===== config.mk =====
export PLATFORM = sky130hd
export DESIGN_NAME = npu_lane_serializer
export DESIGN_NICKNAME = d
export VERILOG_FILES = /design/src/rtl/npu_lane_serializer.sv
export SDC_FILE = /design/constraint.sdc
export NUM_CORES = 1
export LEC_CHECK = 0
export ABC_AREA = 0
export CORE_MARGIN = 1
export CORE_UTILIZATION = 58
export DETAILED_ROUTE_END_ITERATION = 10
export PLACE_DENSITY = 0.79
export SYNTH_ARGS = -nofsm -noshare
export SYNTH_HDL_FRONTEND = slang
export SYNTH_SLANG_ARGS = --single-unit
export TNS_END_PERCENT = 50

===== constraint.sdc =====
create_clock -name clk_i -period 3.1 [get_ports clk_i]
set_input_delay 0.465 -clock clk_i [delete_from_list [all_inputs] [get_ports clk_i]]
set_output_delay 0.465 -clock clk_i [all_outputs]
set_load 0.1 [all_outputs]

===== src/rtl/npu_lane_serializer.sv =====
// rtl/npu_lane_serializer.sv - word FIFO feeding a byte-serial stream with 3x3 kernel group tags
// Words are stored {data3,data2,data1,data0} and drained lane 0 first, one byte per transfer.

module npu_lane_serializer #(
  parameter int DEPTH      = 4,
  parameter int GROUP_SIZE = 9
) (
  input  logic                     clk_i,
  input  logic                     reset_i,
  input  logic                     in_valid_i,
  output logic                     in_ready_o,
  input  logic [7:0]               data0_i,
  input  logic [7:0]               data1_i,
  input  logic [7:0]               data2_i,
  input  logic [7:0]               data3_i,
  output logic                     out_valid_o,
  input  logic                     out_ready_i,
  output logic [7:0]               out_data_o,
  output logic                     out_first_o,
  output logic                     out_last_o,
  input  logic                     group_clear_i,
  output logic [$clog2(DEPTH):0]   level_o
);

  localparam int AW = $clog2(DEPTH);
  localparam logic [7:0] GLAST = 8'(GROUP_SIZE - 1);
  localparam logic [AW:0] PTR_ONE = {{AW{1'b0}}, 1'b1};

  logic [31:0] mem_q [DEPTH];
  logic [AW:0] wptr_q, wptr_d;
  logic [AW:0] rptr_q, rptr_d;
  logic [1:0]  lane_q, lane_d;
  logic [7:0]  gcnt_q, gcnt_d;
  logic        full, empty, push, xfer, pop;
  logic [31:0] head;

  always_comb begin
    empty = (wptr_q == rptr_q);
    full  = (wptr_q[AW] != rptr_q[AW]) && (wptr_q[AW-1:0] == rptr_q[AW-1:0]);
    push  = in_valid_i && !full;
    xfer  = !empty && out_ready_i;
    pop   = xfer && (lane_q == 2'd3);
  end

  always_comb begin
    wptr_d = wptr_q;
    rptr_d = rptr_q;
    lane_d = lane_q;
    gcnt_d = gcnt_q;
    if (push) wptr_d = wptr_q + PTR_ONE;
    if (pop)  rptr_d = rptr_q + PTR_ONE;
    if (xfer) lane_d = lane_q + 2'd1;
    // A clear wins over the increment of a transfer in the same cycle.
    if (group_clear_i) begin
      gcnt_d = 8'd0;
    end else if (xfer) begin
      gcnt_d = (gcnt_q == GLAST) ? 8'd0 : gcnt_q + 8'd1;
    end
  end

  always_ff @(posedge clk_i) begin
    if (reset_i) begin
      wptr_q <= '0;
      rptr_q <= '0;
      lane_q <= 2'd0;
      gcnt_q <= 8'd0;
    end else begin
      wptr_q <= wptr_d;
      rptr_q <= rptr_d;
      lane_q <= lane_d;
      gcnt_q <= gcnt_d;
    end
  end

  always_ff @(posedge clk_i) begin
    if (reset_i) begin
      for (int i = 0; i < DEPTH; i++) mem_q[i] <= 32'h0;
    end else if (push) begin
      mem_q[wptr_q[AW-1:0]] <= {data3_i, data2_i, data1_i, data0_i};
    end
  end

  always_comb begin
    head = mem_q[rptr_q[AW-1:0]];
    case (lane_q)
      2'd0:    out_data_o = head[7:0];
      2'd1:    out_data_o = head[15:8];
      2'd2:    out_data_o = head[23:16];
      default: out_data_o = head[31:24];
    endcase
  end

  assign in_ready_o  = !full;
  assign out_valid_o = !empty;
  assign out_first_o = !empty && (gcnt_q == 8'd0);
  assign out_last_o  = !empty && (gcnt_q == GLAST);
  assign level_o     = wptr_q - rptr_q;

endmodule


Word level (Yosys, flattened, before mapping)
Memories as Yosys holds them, arrays and structs flattened. A register that Yosys moved wholly into a read port is not among the register bits.
Index checks and enable logic that the tools add are counted.

storage, ports and cells
  input port bits = 37
  output and inout port bits = 15
  register bits = 16
  memories kept = 1
  bits in writable memories = 128
  word-level logic and storage cells = 41

cells by class
  reduce and logical (&&, ||, !) cells = 12
  equality and inequality tests = 7
  add/subtract/negate cells = 5
  multiplexer cells = 12

memory list
  memory  depth  bits a word  read ports  clocked after memory_dff  write ports  RTL line  RTL
  mem_q   4      32           1           1                         4            29        logic [31:0] mem_q [DEPTH];

operator list
  operator               number
  $mux W32               1
  $reduce_or A32 Y1      1
  $pmux W8 S3            1
  $add A8 B1 Y8 const B  1
  $eq A8 B4 Y1 const B   1
  $logic_not A8 Y1       1
  $mux W8                1
  $add A3 B1 Y3 const B  2
  $logic_and A1 B1 Y1    6
  $mux W1                6
  $mux W2                3
  $eq A2 B2 Y1 const B   2
  $eq A3 B3 Y1           1
  $sub A3 B3 Y3          1
  $add A2 B1 Y2 const B  1
  $eq A2 B1 Y1 const B   1
  $eq A2 B2 Y1           1
  $logic_not A1 Y1       2
  $logic_not A2 Y1       1
  $reduce_or A2 Y1       1
  $ne A1 B1 Y1           1

Logic depth before layout (Yosys ltp)
Gate-level depths: netlist (run 1).

  depth in word-level cells = 9
  depth in mapped cells = 8
  gate-level depth less buffers = 6

Least setup slack after synthesis (run 1)
OpenSTA, ideal clock, no wires.

  path type = flip-flop to output port
  start = reg wptr_q[0]
  end = out out_first_o
  data required time = 2.635 ns
  path slack = -0.478 ns
  buffers on the path = 1
  stages on the path, launching flop included = 8
  arrival = 3.113 ns
  path through = dfxtp_1 -> inv_1 -> ha_1 -> and2_1 -> buf_2 -> nand2_1 -> nand2_1 -> nor2_1

between the ends
  longest elaborated chain between the ends = 3

ends and longest elaborated chain
  item                      RTL line  RTL
  start: declaration        30        logic [AW:0] wptr_q, wptr_d;
  start signal: assignment  68        wptr_q <= wptr_d;
  $eq A3 B3 Y1              38        empty = (wptr_q == rptr_q);
  $logic_not A1 Y1          --
  via out_valid_o           16        output logic out_valid_o,
  $logic_and A1 B1 Y1       95        assign out_first_o = !empty && (gcnt_q == 8'd0);
  end: declaration          19        output logic out_first_o,

The timed path passes the listed nets, and every way through them passes these cells.

==> reports/results.txt, run 1 <==
Top-area cell type share of the netlist area: 56.8%
Power share of the sequential group: 47.5%
Cts hold-fix bufs: 0
Clk sinks: 146
Post-route cell area: 8110 um2
Diode count: 0
Via-per-instance ratio: 5.88
Worst setup margin: 0.177 ns
Slew @ Worst Pin: 0.654 ns
Status: finished clean
DRT iter0 DRCs: 306
Post-route clock period utilization: 94.3%
Met3 WL: 961 um
Req. time, crit path: 2.63 ns
Grt ovf: 0
TritonCTS clock tree: yes
Pint: 3660 uW
Gpl congestion: 0.805
Setup-failing EPs final: 0
Logic pwr share: 13.6%
Final Hold Fails: 0
Dpl hpwl: 9030 um
Initial core utilization: 59.3%
Synth-to-Final Area Change: 19.8%
Switching power total: 1190 uW
Antenna violations before repair: 0
Clock Latency Late Sink: 0.42 ns
Final #Nets: 603
Synth warn: 0
# H-tree levels: 4
Mapped Cells: 495
Register area share after synthesis: 62.1%
Drt total wl: 14700 um
Largest area contributor in the netlist: edfxtp_1
Top-count cell post-synth: and2_1
Number of flops mapped to enable cells by yosys: 128
FP Rows: 39
Largest net degree at the start of global routing: 33
Peak supply drop: 0.369 mV
Syn Nets: 544
Multi-input gate area: 2430 um2
Die area: 12100 um2
Port Buffers: 51
Vias in the first global route: 4328
Top_reg_cell synth: edfxtp_1
Sequential Area: 4210 um2
Synthesized area per cell: 13.7 um2
1st-pass router iterations: 4
Pwr Density: 598 nW/um2
Startpoint Class: flip-flop
Place WS: 0.552 ns
Worst EP arrival: 2.46 ns
Max_slew headroom: 56.3%
Layout cell share with drive strength beyond 1: 12.4%
Sw Ratio: 24.5%
Top sig layer: met4
WS Path Type: reg2out
Core area: 11400 um2
CTS clk-pin slew, worst paths: 0.05 ns
Most instantiated cells after synthesis: and2_1, edfxtp_1, mux2i_1
Max_cap viols: 0
CTS Buf Count: 17
Max Clock Skew: 0.00634 ns
Vias: 4172
Tightest Hold Check Type: reg2reg
Resized cells post-CTS: 0
Tot Pwr: 4850 uW
Final max-slew violation count: 0
Clock network fraction of design power: 38.9%
LEAKAGE: 0.00292 uW
RSZ-0062 raised after global routing: false
Netlist cell types: 42
Die Y-Extent: 110 um
Register bit total from synthesis: 146
WL met2: 7220 um
Drt drc: 0
Drt wl/cell: 20.7 um
Met1 Wirelength: 6120 um
Fillers: 765
Top cells by area, synth: edfxtp_1, and2_1, mux2i_1
Fin crit period: 2.92 ns
Boundary Pins: 52
Antenna Nets Post-Route: 0
Total track usage: 26.7%
Longest Clk Path Bufs: 2
Async SR Flop Fraction: 0%
Critical Path Fanout Max: 18
First-pass GRT wire length: 22800 um
Die Wd: 110 um
F_max: 0.342 GHz
Netlist Area Pre-Place: 6770 um2
Post-CTS setup buffers: 0
Clock Tree Root: clkbuf_16
Setup tns final: 0 ns
Crit path capture type: primary output
Placed Area: 7570 um2
-- state kept, by name (all words and copies together), names as in the netlist, named ones only --
register  flops
rptr_q        3
wptr_q        3
mem_q       128
lane_q        2
gcnt_q        8
-- per-stage QoR --
step	hold WS (ns)	cells	utilization, %
detailed placement	0.488	678	66.3
CTS	0.498	709	71.0
finish	0.497	709	71.0
global route	0.545	709	71.0
global placement	0.468	678	66.3
floorplan	0.452	495	-
-- per-layer routing --
layer,track usage (%),vias to the layer above
met4,13.4,0
met3,6.06,26
met2,43.6,151
met1,33.6,2064
li1,-,1931
met5,0,-
-- worst paths after layout --
path / end / startpoint / depth (start not counted) / slack (ns)
worst max-delay path: out_data_o[7] / flip-flop / 5 / 0.18
worst min-delay path: gcnt_q[7] / gcnt_q[7] / 2 / 0.50
worst max register to register: mem_q[1][1] / wptr_q[0] / 7 / 0.55
worst min register to register: gcnt_q[7] / gcnt_q[7] / 2 / 0.50
-- critical path, stage by stage (launching register included) --
cell and delay, ns:
dfxtp_2 0.59, buf_4 0.39, mux2i_1 0.29, o22ai_1 0.12, o32a_1 0.45, buf_12 0.20
-- power groups by stage --
stage / clock, uW / combinational, uW / sequential, uW
2_1_floorplan: 0 / 404 / 2330
3_3_place_gp: 0 / 647 / 2330
3_5_place_dp: 0 / 656 / 2340
4_1_cts: 1910 / 658 / 2300
5_1_grt: 1990 / 690 / 2310
6_report: 1890 / 657 / 2300
-- area by class of cell --
class,count,share of cell area [%]
multi-input combinational,314,29.9
clock buffer,22,5.48
tap,143,2.21
inverter,11,0.509
clock inverter,9,1.11
timing repair buffer,64,8.89
sequential,146,51.9
-- cells in the final DEF, fill, tap and decap left out, types with 13 or more instances in the layout --
cell,count
buf_4,16
edfxtp_1,128
clkbuf_16,17
nor2_1,17
nand2_1,13
clkdlybuf4s50_1,36
o22ai_1,15
mux2i_1,47
dfxtp_1,17
and2_1,129
-- kinds of logic after synthesis --
group / share of synthesized area, %
buf+inv: 2.24
flops: 62.1
fa+ha+maj: 2.33
xor+xnor: 1.90
simple gates: 15.5
compound gates: 5.93
mux: 9.95
Note: power is estimated with default switching activity, not from simulation.
==> run 2: changes to the inputs <==
--- a/config.mk
+++ b/config.mk
@@ -7,9 +7,9 @@
 export LEC_CHECK = 0
 export ABC_AREA = 0
 export CORE_MARGIN = 1
-export CORE_UTILIZATION = 58
+export CORE_UTILIZATION = 60
 export DETAILED_ROUTE_END_ITERATION = 10
-export PLACE_DENSITY = 0.79
+export PLACE_DENSITY = 0.82
 export SYNTH_ARGS = -nofsm -noshare
 export SYNTH_HDL_FRONTEND = slang
 export SYNTH_SLANG_ARGS = --single-unit
==> constraint.sdc (replaced) <==
create_clock -name clk_i -period 3.7 [get_ports clk_i]
set_input_delay 0.555 -clock clk_i [delete_from_list [all_inputs] [get_ports clk_i]]
set_output_delay 0.555 -clock clk_i [all_outputs]
set_load 0.1 [all_outputs]
==> run 2 against run 1 <==
Critical path depth is the same. Non-clock buffer count shrank 2. Routed wire length grew 1.4%. Critical endpoint is now out_data_o[0]. Largest power group unchanged.
==> reports/results.txt, run 2 (synthesis results as in run 1) <==
Drt total wl: 14900 um (+1.4%)
Boundary Pins: 52 (unchanged)
Drt wl/cell: 21.1 um (+1.9%)
Fin crit period: 3.11 ns
1st-pass router iterations: 5 (+1)
WS Path Type: reg2out
Tightest Hold Check Type: reg2reg
Clk sinks: 146 (unchanged)
FP Rows: 38 (-2.6%)
DRT iter0 DRCs: 236 (-23%)
Post-route clock period utilization: 84.1%
Core area: 10900 um2 (-4.2%)
Clock Latency Late Sink: 0.42 ns (about the same)
LEAKAGE: 0.00291 uW (-0.31%)
Largest net degree at the start of global routing: 34 (+3.0%)
Final #Nets: 601 (-0.33%)
Clock Tree Root: clkbuf_16
Cts hold-fix bufs: 0 (unchanged)
Post-CTS setup buffers: 0 (unchanged)
Cell Count, Final, Fillers Out: 705 (-0.56%)
Largest Register: mem_q
# H-tree levels: 4 (unchanged)
Layout cell share with drive strength beyond 1: 12.4% (+0.022 points)
Port Buffers: 51 (unchanged)
Max_slew headroom: 37.2% (-19 points)
Pwr Density: 515 nW/um2 (-14%)
TritonCTS clock tree: yes
Post-route cell area: 8070 um2 (-0.48%)
Reg2Reg Depth: 8 (+1)
Total track usage: 27.6% (+0.90 points)
Final max-slew violation count: 0 (unchanged)
Setup tns final: 0 ns (unchanged)
Drt drc: 0 (unchanged)
First-pass GRT wire length: 22900 um (+0.58%)
Vias in the first global route: 4401 (+1.7%)
Startpoint Class: flip-flop
Max FFs per register: 128 (unchanged)
Leading cell type in the layout, fill and taps excluded: and2_1
Resized cells post-CTS: 0 (unchanged)
Critical Path Fanout Max: 13 (-5)
Final Hold Fails: 0 (unchanged)
Largest registers: mem_q x128, gcnt_q x8
Diode count: 0 (unchanged)
Max Clock Skew: 0.00885 ns (+0.00251 ns)
Gpl congestion: 0.823 (+2.3%)
CTS clk-pin slew, worst paths: 0.06 ns (about the same)
Worst setup margin: 0.587 ns (+0.410 ns)
CTS Buf Count: 17 (unchanged)
Most frequent cells in the layout: and2_1, edfxtp_1, mux2i_1
Hold_ws: 0.492 ns (-0.00549 ns)
Crit path capture type: primary output
Req. time, crit path: 3.14 ns (+0.51 ns)
Antenna Nets Post-Route: 0 (unchanged)
F_max: 0.321 GHz
Synth-to-Final Area Change: 19.2%
Die area: 11700 um2 (-3.3%)
Peak supply drop: 0.271 mV (-27%)
Grt ovf: 0 (unchanged)
Hold depth: 2 (unchanged)
Die Wd: 108 um (-1.6%)
RSZ-0062 raised after global routing: false
Initial core utilization: 61.9% (+2.6 points)
Placed Area: 7490 um2 (-1.1%)
Status: finished clean
Dpl hpwl: 8800 um (-2.6%)
Antenna violations before repair: 0 (unchanged)
Die Y-Extent: 108 um (-1.6%)
Worst EP arrival: 2.56 ns (+0.10 ns)
Max_cap viols: 0 (unchanged)
Vias: 4241 (+1.7%)
Longest Clk Path Bufs: 2 (unchanged)
Setup-failing EPs final: 0 (unchanged)
Via-per-instance ratio: 6.02 (+2.2%)
Dpl cells: 673 (-0.74%)
Place WS: 0.798 ns (+0.246 ns)
Slew @ Worst Pin: 0.942 ns (+0.288 ns)
-- run 2: cell types whose count changed in the layout (fill, tap and decap cells not counted) --
cell / change
a211oi_2: +1
a211oi_4: -1
a21oi_1: +1
a21oi_2: -1
buf_12: -4
buf_4: +2
bufinv_16: +1
clkbuf_1: -1
clkinv_1: -2
clkinv_4: +2
clkinvlp_4: +1
nor2_1: +1
nor2_2: -1
-- run 2: stage by stage --
step	power [uW]	util (%)
4_1_cts	4170	73.8
2_1_floorplan	2290	-
3_5_place_dp	2500	68.5
3_3_place_gp	2480	68.5
6_report	4160	73.8
5_1_grt	4270	73.8
-- run 2: path summary, 6_finish.rpt --
kind	from	to	slack [ns]
setup / recovery	flip-flop	out_data_o[0]	0.59
hold / removal	gcnt_q[7]	gcnt_q[7]	0.49
setup reg to reg	wptr_q[0]	mem_q[2][29]	0.79
hold reg to reg	gcnt_q[7]	gcnt_q[7]	0.49
-- run 2: area by class of cell --
class,count,area (um2)
clock buffers,21,440
clock inverters,11,138
fillers,716,2870
inverters,11,41.3
multi-input cells,314,2410
flip-flops and latches,146,4210
well taps,140,175
repair buffers,62,656
-- run 2: power by group --
group	leakage, uW	total, uW	internal [uW]	switching (uW)
combinational	0.00115	540	188	352
clock	0.000280	1690	1050	634
sequential	0.00148	1930	1900	33.1
-- run 2: worst max-delay path, cell delays in order (launching register included) --
cell      delay, ns
dfxtp_1        0.68
nand2_1        0.44
o221ai_1       0.32
a21oi_1        0.08
a21oi_1        0.38
buf_12         0.23
-- run 2: routing by layer --
metal  GRT usage, %  up-vias  part of all wire, %
li1               -     1929                    -
met1           33.6     2075                   39
met2           47.4      206                   51
met3           6.45       31                  7.4
met4           11.2        0                  2.5
met5              0        -                    0
==> run 3: changes to the inputs <==
--- a/config.mk
+++ b/config.mk
@@ -7,9 +7,9 @@
 export LEC_CHECK = 0
 export ABC_AREA = 0
 export CORE_MARGIN = 1
-export CORE_UTILIZATION = 60
+export CORE_UTILIZATION = 58
 export DETAILED_ROUTE_END_ITERATION = 10
-export PLACE_DENSITY = 0.82
+export PLACE_DENSITY = 0.79
 export SYNTH_ARGS = -nofsm -noshare
 export SYNTH_HDL_FRONTEND = slang
 export SYNTH_SLANG_ARGS = --single-unit
==> constraint.sdc (replaced) <==
create_clock -name clk_i -period 3.2 [get_ports clk_i]
set_input_delay 0.48 -clock clk_i [delete_from_list [all_inputs] [get_ports clk_i]]
set_output_delay 0.48 -clock clk_i [all_outputs]
set_load 0.1 [all_outputs]
==> run 3 against run 2 <==
Sequential share of layout area decreased by 0.42 points. Design area increased by 0.82%. Register-to-register slack got worse by 0.26 ns. Critical path depth increased by 1. Combinational power increased by 19%. Routed wire length increased by 4.4%. Clock skew decreased by 0.0035 ns. Highest routed layer unchanged.
==> reports/results.txt, run 3 (synthesis results as in run 1) <==
Pwr Density: 584 nW/um2 (+13%)
Worst EP arrival: 2.55 ns (about the same)
Multi-input gate area: 2420 um2 (+0.41%)
Drt drc: 0 (unchanged)
Max Clock Skew: 0.00534 ns (-0.00351 ns)
Largest Register: mem_q
Vias in the first global route: 4425 (+0.55%)
R2R setup slack: 0.53 ns (-0.26 ns)
Power share of the sequential group: 47.0% (+0.6 points)
Dpl hpwl: 9560 um (+8.6%)
Post-route cell area: 8130 um2 (+0.82%)
Max_cap viols: 0 (unchanged)
Fillers: 765 (+6.8%)
Status: finished clean
Final Hold Fails: 0 (unchanged)
WS Path Type: reg2out
Layout Utilization: 71.2% (-2.5 points)
# H-tree levels: 4 (unchanged)
1st-pass router iterations: 5 (unchanged)
TritonCTS clock tree: yes
Diode count: 0 (unchanged)
CTS clk-pin slew, worst paths: 0.06 ns (about the same)
Antenna violations before repair: 0 (unchanged)
Sequential Area: 4210 um2 (unchanged)
RSZ-0062 raised after global routing: false
First-pass GRT wire length: 23500 um (+2.7%)
Startpoint Class: flip-flop
Crit path capture type: primary output
Setup-failing EPs final: 0 (unchanged)
Cts hold-fix bufs: 0 (unchanged)
DRT iter0 DRCs: 317 (+34%)
Switching power total: 1260 uW (+24%)
Req. time, crit path: 2.72 ns (-0.42 ns)
Total track usage: 27.9% (+0.33 points)
Leading cell type in the layout, fill and taps excluded: and2_1
Boundary Pins: 52 (unchanged)
Peak supply drop: 0.479 mV (+77%)
Placed Area: 7570 um2 (+1.1%)
Max FFs per register: 128 (unchanged)
Clock Latency Late Sink: 0.43 ns (about the same)
Tightest Hold Check Type: reg2reg
Sw Ratio: 26.5% (+2.0 points)
Hold depth: 2 (unchanged)
FP Rows: 39 (+2.6%)
Longest Clk Path Bufs: 2 (unchanged)
Critical Path Fanout Max: 23 (+10)
Clock network fraction of design power: 39.5% (-1.1 points)
Drt wl/cell: 21.9 um (+3.8%)
CTS Buf Count: 17 (unchanged)
Place WS: 0.530 ns (-0.268 ns)
Antenna Nets Post-Route: 0 (unchanged)
Synth-to-Final Area Change: 20.2%
Post-CTS setup buffers: 0 (unchanged)
F_max: 0.330 GHz
Max_slew headroom: 56.0% (+19 points)
Resized cells post-CTS: 0 (unchanged)
Die area: 12100 um2 (+3.4%)
Gpl congestion: 0.840 (+2.1%)
Via-per-instance ratio: 6.04 (+0.44%)
Setup tns final: 0 ns (unchanged)
Reg2Reg Depth: 7 (-1)
Worst setup margin: 0.171 ns (-0.416 ns)
Vias: 4284 (+1.0%)
Pint: 3490 uW (+11%)
Drt total wl: 15500 um (+4.4%)
Fin crit period: 3.03 ns
Die Y-Extent: 110 um (+1.7%)
Grt ovf: 0 (unchanged)
Layout cell share with drive strength beyond 1: 13.6% (+1.2 points)
Final #Nets: 602 (+0.17%)
Die Wd: 110 um (+1.7%)
Slew @ Worst Pin: 0.659 ns (-0.283 ns)
Port Buffers: 51 (unchanged)
Clk sinks: 146 (unchanged)
Hold_ws: 0.510 ns (+0.0188 ns)
Core area: 11400 um2 (+4.4%)
Initial core utilization: 59.3% (-2.6 points)
LEAKAGE: 0.00290 uW (-0.54%)
Logic pwr share: 13.5% (+0.5 points)
Final max-slew violation count: 0 (unchanged)
Largest registers: mem_q x128, gcnt_q x8
Post-route clock period utilization: 94.6%
Largest net degree at the start of global routing: 37 (+8.8%)
Most frequent cells in the layout: and2_1, edfxtp_1, mux2i_1
Clock Tree Root: clkbuf_16
-- run 3: cell count changes in the layout (fill, tap and decap cells not counted), moves of 3 or more --
cell and change:
clkinvlp_4 +9, buf_12 +5, buf_4 -4, clkbuf_1 -4, clkinv_2 -3, inv_6 +3
-- run 3: layer usage --
metal  track usage, %  share of wire (%)
met5                0                  0
met4             14.8                3.1
met3             6.76                7.5
met2             45.9                 50
met1             34.3                 39
-- run 3: final timing paths --
kind                  start       endpoint
hold reg to reg   gcnt_q[7]      gcnt_q[7]
hold / removal    gcnt_q[7]      gcnt_q[7]
setup / recovery  flip-flop  out_data_o[4]
setup reg to reg  wptr_q[0]   mem_q[0][26]
-- run 3: layout make-up --
class / instances / share of cell area (%)
Sequential cell: 146 / 51.7
Multi-Input combinational cell: 314 / 29.8
Timing Repair Buffer: 63 / 8.92
Clock buffer: 17 / 5.23
Tap cell: 143 / 2.20
Clock inverter: 15 / 1.66
Inverter: 11 / 0.508
-- run 3: power by group through the flow --
stage	logic [uW]	clock network [uW]	registers, uW
final	640	1880	2230
after floorplan	391	0	2260
after CTS	641	1900	2230
after global placement	623	0	2260
after detailed placement	634	0	2270
after global routing	673	1970	2240
-- run 3: critical path: stages (launching register included) --
cell	delay [ns]
dfxtp_1	0.58
buf_12	0.27
nand2_1	0.32
o22ai_1	0.29
a211oi_1	0.09
a21oi_1	0.32
buf_12	0.22
-- run 3: metrics by stage --
step | std cells | total power [uW]
floorplan | 495 | 2650
global placement | 677 | 2890
detailed placement | 677 | 2900
CTS | 709 | 4770
global route | 709 | 4880
finish | 709 | 4750
